$ cat config.mk
export PLATFORM = sky130hd
export DESIGN_NAME = mem_req_ctrl
export DESIGN_NICKNAME = d
export VERILOG_FILES = /design/src/rtl/mem_pkg.sv /design/src/rtl/sync_fifo.sv /design/src/rtl/mem_req_ctrl.sv
export SDC_FILE = /design/constraint.sdc
export NUM_CORES = 1
export LEC_CHECK = 0
export ABC_AREA = 0
export ABC_CLOCK_PERIOD_IN_PS = 7600
export CORE_MARGIN = 8
export CORE_UTILIZATION = 30
export DETAILED_ROUTE_END_ITERATION = 8
export GPL_ROUTABILITY_DRIVEN = 0
export PLACE_DENSITY_LB_ADDON = 0.12
export SYNTH_ARGS = -nofsm -noshare
export SYNTH_HDL_FRONTEND = slang
export SYNTH_SLANG_ARGS = --single-unit
export TNS_END_PERCENT = 50
$ cat constraint.sdc
create_clock -name clk -period 7.6 [get_ports clk]
set_input_delay 0.76 -clock clk [delete_from_list [all_inputs] [get_ports clk]]
set_output_delay 0.76 -clock clk [all_outputs]
set_load 0.01 [all_outputs]
$ cat src/rtl/mem_pkg.sv
// Shared types and latency constants for the mem_req_ctrl slice.
package mem_pkg;

  localparam int unsigned MEM_ADDR_W  = 4;
  localparam int unsigned MEM_DATA_W  = 32;

  // Memory registers Data_out one cycle after a read command.
  localparam int unsigned MEM_RD_LAT  = 1;
  // Request handshake to rsp_valid, empty pipe.
  localparam int unsigned CTRL_RD_LAT = 4;

  typedef struct packed {
    logic                  we;
    logic [MEM_ADDR_W-1:0] addr;
    logic [MEM_DATA_W-1:0] wdata;
  } mem_req_t;

  typedef struct packed {
    logic [MEM_ADDR_W-1:0] addr;
    logic [MEM_DATA_W-1:0] rdata;
  } mem_rsp_t;

endpackage

$ cat src/rtl/sync_fifo.sv
// Synchronous first-word-fall-through FIFO with occupancy count.
// Pushes while full and pops while empty are ignored.
module sync_fifo #(
  parameter int unsigned WIDTH = 8,
  parameter int unsigned DEPTH = 4
) (
  input  logic                     clk,
  input  logic                     rst,
  input  logic                     push,
  input  logic [WIDTH-1:0]         push_data,
  input  logic                     pop,
  output logic [WIDTH-1:0]         pop_data,
  output logic [$clog2(DEPTH):0]   count,
  output logic                     full,
  output logic                     empty
);

  localparam int unsigned PTR_W = $clog2(DEPTH);

  logic [WIDTH-1:0] store [DEPTH];
  logic [PTR_W-1:0] wr_ptr;
  logic [PTR_W-1:0] rd_ptr;
  logic             do_push;
  logic             do_pop;

  assign full     = (count == (PTR_W+1)'(DEPTH));
  assign empty    = (count == '0);
  assign do_push  = push && !full;
  assign do_pop   = pop && !empty;
  assign pop_data = store[rd_ptr];

  // Pointer and occupancy bookkeeping
  always_ff @(posedge clk) begin
    if (rst) begin
      wr_ptr <= '0;
      rd_ptr <= '0;
      count  <= '0;
    end else begin
      if (do_push) wr_ptr <= wr_ptr + 1'b1;
      if (do_pop)  rd_ptr <= rd_ptr + 1'b1;
      case ({do_push, do_pop})
        2'b10:   count <= count + 1'b1;
        2'b01:   count <= count - 1'b1;
        default: ;
      endcase
    end
  end

  // Entry storage; never reset, only written slots are ever presented
  always_ff @(posedge clk) begin
    if (do_push) store[wr_ptr] <= push_data;
  end

endmodule

$ cat src/rtl/mem_req_ctrl.sv
// Command sequencer for the single-port mem block: buffers requests,
// issues one command per cycle, captures read data at fixed latency and
// returns it in order under credit-based flow control.
module mem_req_ctrl
  import mem_pkg::*;
#(
  parameter int unsigned ADDR_W    = MEM_ADDR_W,
  parameter int unsigned DATA_W    = MEM_DATA_W,
  parameter int unsigned REQ_DEPTH = 4,
  parameter int unsigned RSP_DEPTH = 4
) (
  input  logic              clk,
  input  logic              rst,
  input  logic              req_valid,
  output logic              req_ready,
  input  logic              req_we,
  input  logic [ADDR_W-1:0] req_addr,
  input  logic [DATA_W-1:0] req_wdata,
  output logic              rsp_valid,
  input  logic              rsp_ready,
  output logic [DATA_W-1:0] rsp_rdata,
  output logic [ADDR_W-1:0] rsp_addr,
  output logic              mem_en,
  output logic              mem_rw_en,
  output logic              mem_rr_en,
  output logic [ADDR_W-1:0] mem_addr,
  output logic [DATA_W-1:0] mem_wdata,
  input  logic [DATA_W-1:0] mem_rdata,
  input  logic              mem_valid,
  output logic              rd_err
);

  typedef struct packed {
    logic              we;
    logic [ADDR_W-1:0] addr;
    logic [DATA_W-1:0] wdata;
  } req_t;

  typedef struct packed {
    logic [ADDR_W-1:0] addr;
    logic [DATA_W-1:0] rdata;
  } rsp_t;

  localparam int unsigned REQ_CW = $clog2(REQ_DEPTH) + 1;
  localparam int unsigned RSP_CW = $clog2(RSP_DEPTH) + 1;
  // Reads between FIFO pop and response push: issue + capture stages.
  localparam int unsigned INFLIGHT_MAX = CTRL_RD_LAT - MEM_RD_LAT - 1;
  localparam int unsigned INFL_W = $clog2(INFLIGHT_MAX + 1);

  req_t              req_in;
  req_t              req_head;
  logic              req_full;
  logic              req_empty;
  logic [REQ_CW-1:0] req_cnt_unused;
  logic              req_push;

  rsp_t              rsp_in;
  rsp_t              rsp_head;
  logic              rsp_full_unused;
  logic              rsp_empty;
  logic [RSP_CW-1:0] rsp_count;

  logic              issue;
  logic              rd_credit;
  logic [INFL_W-1:0] rd_inflight;

  logic              cap_vld;
  logic [ADDR_W-1:0] cap_addr;

  assign req_ready = !rst && !req_full;
  assign req_push  = req_valid && req_ready;
  assign req_in    = '{we: req_we, addr: req_addr, wdata: req_wdata};

  sync_fifo #(
    .WIDTH ($bits(req_t)),
    .DEPTH (REQ_DEPTH)
  ) u_req_fifo (
    .clk       (clk),
    .rst       (rst),
    .push      (req_push),
    .push_data (req_in),
    .pop       (issue),
    .pop_data  (req_head),
    .count     (req_cnt_unused),
    .full      (req_full),
    .empty     (req_empty)
  );

  // Credits count buffered responses plus reads already past the FIFO;
  // a same-cycle response pop is deliberately not credited.
  assign rd_inflight = INFL_W'(mem_rr_en) + INFL_W'(cap_vld);
  assign rd_credit   = (32'(rsp_count) + 32'(rd_inflight)) < RSP_DEPTH;

  // Head-of-line issue decision; a stalled read blocks everything behind it
  always_comb begin
    issue = 1'b0;
    if (!req_empty && (req_head.we || rd_credit)) issue = 1'b1;
  end

  // Issue register driving the memory pins for one cycle per command
  always_ff @(posedge clk) begin
    if (rst) begin
      mem_en    <= 1'b0;
      mem_rw_en <= 1'b0;
      mem_rr_en <= 1'b0;
      mem_addr  <= '0;
      mem_wdata <= '0;
    end else begin
      mem_en    <= issue;
      mem_rw_en <= issue && req_head.we;
      mem_rr_en <= issue && !req_head.we;
      if (issue) begin
        mem_addr  <= req_head.addr;
        mem_wdata <= req_head.wdata;
      end
    end
  end

  // Capture stage follows our own read-issued flag, not mem_valid
  always_ff @(posedge clk) begin
    if (rst) begin
      cap_vld  <= 1'b0;
      cap_addr <= '0;
    end else begin
      cap_vld  <= mem_rr_en;
      cap_addr <= mem_addr;
    end
  end

  // Sticky flag for read data captured without a valid qualifier
  always_ff @(posedge clk) begin
    if (rst) begin
      rd_err <= 1'b0;
    end else if (cap_vld && (mem_valid != 1'b1)) begin
      rd_err <= 1'b1;
    end
  end

  assign rsp_in = '{addr: cap_addr, rdata: mem_rdata};

  sync_fifo #(
    .WIDTH ($bits(rsp_t)),
    .DEPTH (RSP_DEPTH)
  ) u_rsp_fifo (
    .clk       (clk),
    .rst       (rst),
    .push      (cap_vld),
    .push_data (rsp_in),
    .pop       (rsp_ready),
    .pop_data  (rsp_head),
    .count     (rsp_count),
    .full      (rsp_full_unused),
    .empty     (rsp_empty)
  );

  assign rsp_valid = !rsp_empty;
  assign rsp_rdata = rsp_valid ? rsp_head.rdata : '0;
  assign rsp_addr  = rsp_valid ? rsp_head.addr  : '0;

endmodule
==> flow_metrics.py <==
metrics = {
    "critical_path": {
        "critPathLaunchType": "flop",
        "critical-path-max-stage-delay_ns": 0.66,
        "cpMostUsedCell": "buf_4",
        "crit_chain": "buf_4, mux4_2, o21ai_4, buf_4, inv_4, ha_1, fa_1, xnor2_1, or3_1, a21oi_1",
        "cp_slowest_cell": "mux4_2",
        "crit_type": "flop to flop",
        "critPathRequiredTime_ns": 8.06,
        "arrival_ns": 4.21,
        "end_kind": "flop",
        "path_max_fanout": 37,
    },
    "finish": {
        "final_area_um2": 16970,
        "area_growth_syn_to_layout_pct": 25.21,
        "nNetsFinal": 961,
        "drive_above_1_share_pct": 17.87,
        "stdcell_count": 1503,
    },
    "clocking": {
        "holdBufCountCts": 0,
        "root_buffer": "clkbuf_16",
        "cts_resized": 0,
        "numCtsBuffers": 40,
        "tritoncts": "yes",
        "clockBufferDepth": 3,
        "clk_latency_ns": 0.53,
        "htree_levels": 2,
        "path_clk_slew_ns": 0.06,
        "post_cts_buffers": 0,
        "cts.sinks": 355,
    },
    "timing": {
        "finalSetupViolCount": 0,
        "relSlewSlack_pct": 31.78,
        "hold_viol_final": 0,
        "slew_violations": 0,
        "min_period_over_period_pct": 49.36,
        "tightest_slew_ns": 1.023,
        "fin_crit_ns": 3.751,
        "clock.fmax_mhz": 266.6,
        "rsz0062_at_grt": "false",
        "skew_ns": 0.008001,
        "worst_slack_ns": 3.849,
        "fin_setup_tns_ns": 0,
    },
    "pwr": {
        "p_int_mw": 4.065,
        "power_density_nw_per_um2": 325.9,
        "pwr-share-clk_pct": 31.8,
        "combPwrFrac_pct": 24.4,
        "p_leak_nw": 5.546,
        "power.switching_mw": 1.466,
        "power_mw": 5.530,
        "p_sw_share_pct": 26.50,
        "seq_power_share_pct": 43.8,
        "vdd_drop_max_uv": 150.6,
    },
    "min_path": {
        "hold_class": "flop to flop",
    },
    "yosys": {
        "ys_types": 35,
        "synth.avg_cell_area_um2": 19.39,
        "syn_area_um2": 13550,
        "synth_nets": 786,
        "yosysSeqAreaShare_pct": 74.01,
        "ys_ff_latch": 355,
        "ys.flop_type": "edfxtp_1",
        "syn_inst": 699,
        "synth_edf_count": 292,
        "yosys_warnings": 0,
        "ys_async_sr_fraction_pct": 0,
    },
    "floorplanning": {
        "die-area_um2": 52230,
        "core_um2": 44990,
        "die-width_um": 228.5,
        "num_io_pins": 152,
        "start_util_pct": 30.12,
        "num_rows": 78,
        "die_h_um": 228.5,
    },
    "placed_design": {
        "placement.cell_area_um2": 15770,
        "post-dp-hpwl_mm": 17.09,
        "place_ws_ns": 3.750,
        "place.port_buffers": 151,
        "place_inst": 1432,
    },
    "routing": {
        "wire_per_inst_um": 19.16,
        "initialDrtViolationCount": 428,
        "vias": 6585,
        "antenna_left": 0,
        "drc_errors": 0,
        "postRouteWirelength_mm": 28.80,
        "firstDrtPassIters": 4,
        "vias_per_cell": 4.381,
    },
    "grt": {
        "grt_usage_pct": 11.11,
        "grt_pass1_vias": 7322,
        "grt_pass1_wl_mm": 44.84,
        "antenna_found_initial": 2,
        "grt_max_degree": 57,
        "grt-ovfl-total": 0,
    },
    "run_status": {
        "status": "finished, final reports clean",
    },
    "run": {
        "maxCapViolCount": 0,
    },
}
==> sequential cells by signal, indices dropped and copies added (netlist names), named ones only <==
signal             count
cap_addr               4
cap_vld                1
mem_addr               4
mem_en                 1
mem_rr_en              1
mem_rw_en              1
mem_wdata             32
rd_err                 1
u_req_fifo.count       3
u_req_fifo.rd_ptr      2
u_req_fifo.store     148
u_req_fifo.wr_ptr      2
u_rsp_fifo.count       3
u_rsp_fifo.rd_ptr      2
u_rsp_fifo.store     144
u_rsp_fifo.wr_ptr      2
==> placed cells by master, fill, tap and decap left out, drive strengths merged, types with 2 or more instances in the layout <==
cell and count:
a211oi 2, a21o 2, a21oi 6, and2 45
buf 16, clkbuf 53, clkdlybuf4s50 150, clkinv 14
dfxtp 63, diode 2, edfxtp 292, fa 2
ha 11, inv 15, mux2 6, mux2i 34
mux4 73, nand2 2, nand2b 64, nor2 14
nor2b 10, nor3 2, o21ai 4, or3 4
xnor2 4, xor2 4
==> metal layers <==
| metal | up-vias | wire length (µm) | GRT usage, % |
|---|---|---|---|
| met5 | - | 16 | 0 |
| met4 | 2 | 603 | 3.710 |
| met3 | 46 | 1610 | 3.313 |
| met2 | 140 | 13950 | 18.33 |
| met1 | 3348 | 12620 | 13.81 |
| li1 | 3049 | - | - |
==> cells by family (layout without fill, tap and decap cells) <==
family          count (synthesis)  count (layout)  synth area share [%]
buf+inv                        48             250                 1.634
other cells                     0               2                     0
mux                           113             113                 15.28
compound gates                 18              18                0.9048
flops                         355             355                 74.01
simple gates                  144             144                 6.343
fa+ha+maj                      13              13                 1.311
xor+xnor                        8               8                0.5170
==> through the flow <==
| stage | hold slack [ns] | util [%] |
|---|---|---|
| CTS | 0.4803 | 37.71 |
| global placement | 0.4552 | 35.06 |
| floorplan | 0.4383 | - |
| global route | 0.4926 | 37.71 |
| detailed placement | 0.4647 | 35.06 |
| finish | 0.4714 | 37.72 |
==> critical path: cells and delay by family (launching register included) <==
kind	cells	cell delay [ns]
adders and majority gates	2	0.65
muxes	1	0.66
DFF	1	0.31
xor gates and xnor gates	1	0.15
and+or+nand+nor	1	0.31
AOI/OAI and AO/OA	2	0.28
buffers and inverters	3	1.31
==> Yosys cell counts (2+ instances only) <==
cell type    n  share of area [%]
clkbuf_1    21               0.58
o21ai_0      3               0.11
mux4_2      73                 12
ha_1        11                1.0
xor2_1       4               0.26
nor2_1      14               0.39
buf_6        4               0.33
and2_1      45                2.1
a211oi_1     2               0.11
mux2i_1     34                2.5
nand2b_1    64                3.0
inv_1       14               0.39
a21o_1       2               0.11
edfxtp_1   292                 65
nor2b_1     10               0.46
xnor2_1      4               0.26
buf_2        7               0.26
or3_1        4               0.18
mux2_4       5               0.55
dfxtp_1     63                9.3
nand2_1      2              0.055
nor3_1       2              0.074
fa_1         2               0.30
a21oi_1      6               0.22
==> power groups by stage <==
stage	sequential [mW]	combinational, mW	clock, mW
5_1_grt	2.45	1.48	1.92
3_5_place_dp	2.47	1.39	0
2_1_floorplan	2.44	0.838	0
6_report	2.42	1.35	1.76
4_1_cts	2.43	1.40	1.84
3_3_place_gp	2.47	1.39	0
==> final cells by class <==
| cell class | count | area, µm² |
|---|---|---|
| clock inverter | 16 | 98.84 |
| timing repair buffer | 166 | 1619 |
| sequential | 355 | 10030 |
| tap | 600 | 750.7 |
| clock buffer | 53 | 1091 |
| antenna | 2 | 5.005 |
| multi-input combinational | 296 | 3311 |
| inverter | 15 | 58.81 |
| fill | 4197 | 28020 |
==> worst paths after layout <==
kind / end / startpoint / depth (start not counted) / slack [ns]
setup / recovery: u_req_fifo.count[2] / flop / 10 / 3.85
hold / removal: u_rsp_fifo.store[3][32] / cap_addr[0] / 0 / 0.47
setup reg to reg: u_req_fifo.count[2] / flop / 10 / 3.85
hold reg to reg: u_rsp_fifo.store[3][32] / cap_addr[0] / 0 / 0.47
No activity file was read; power rests on OpenSTA's default activity.
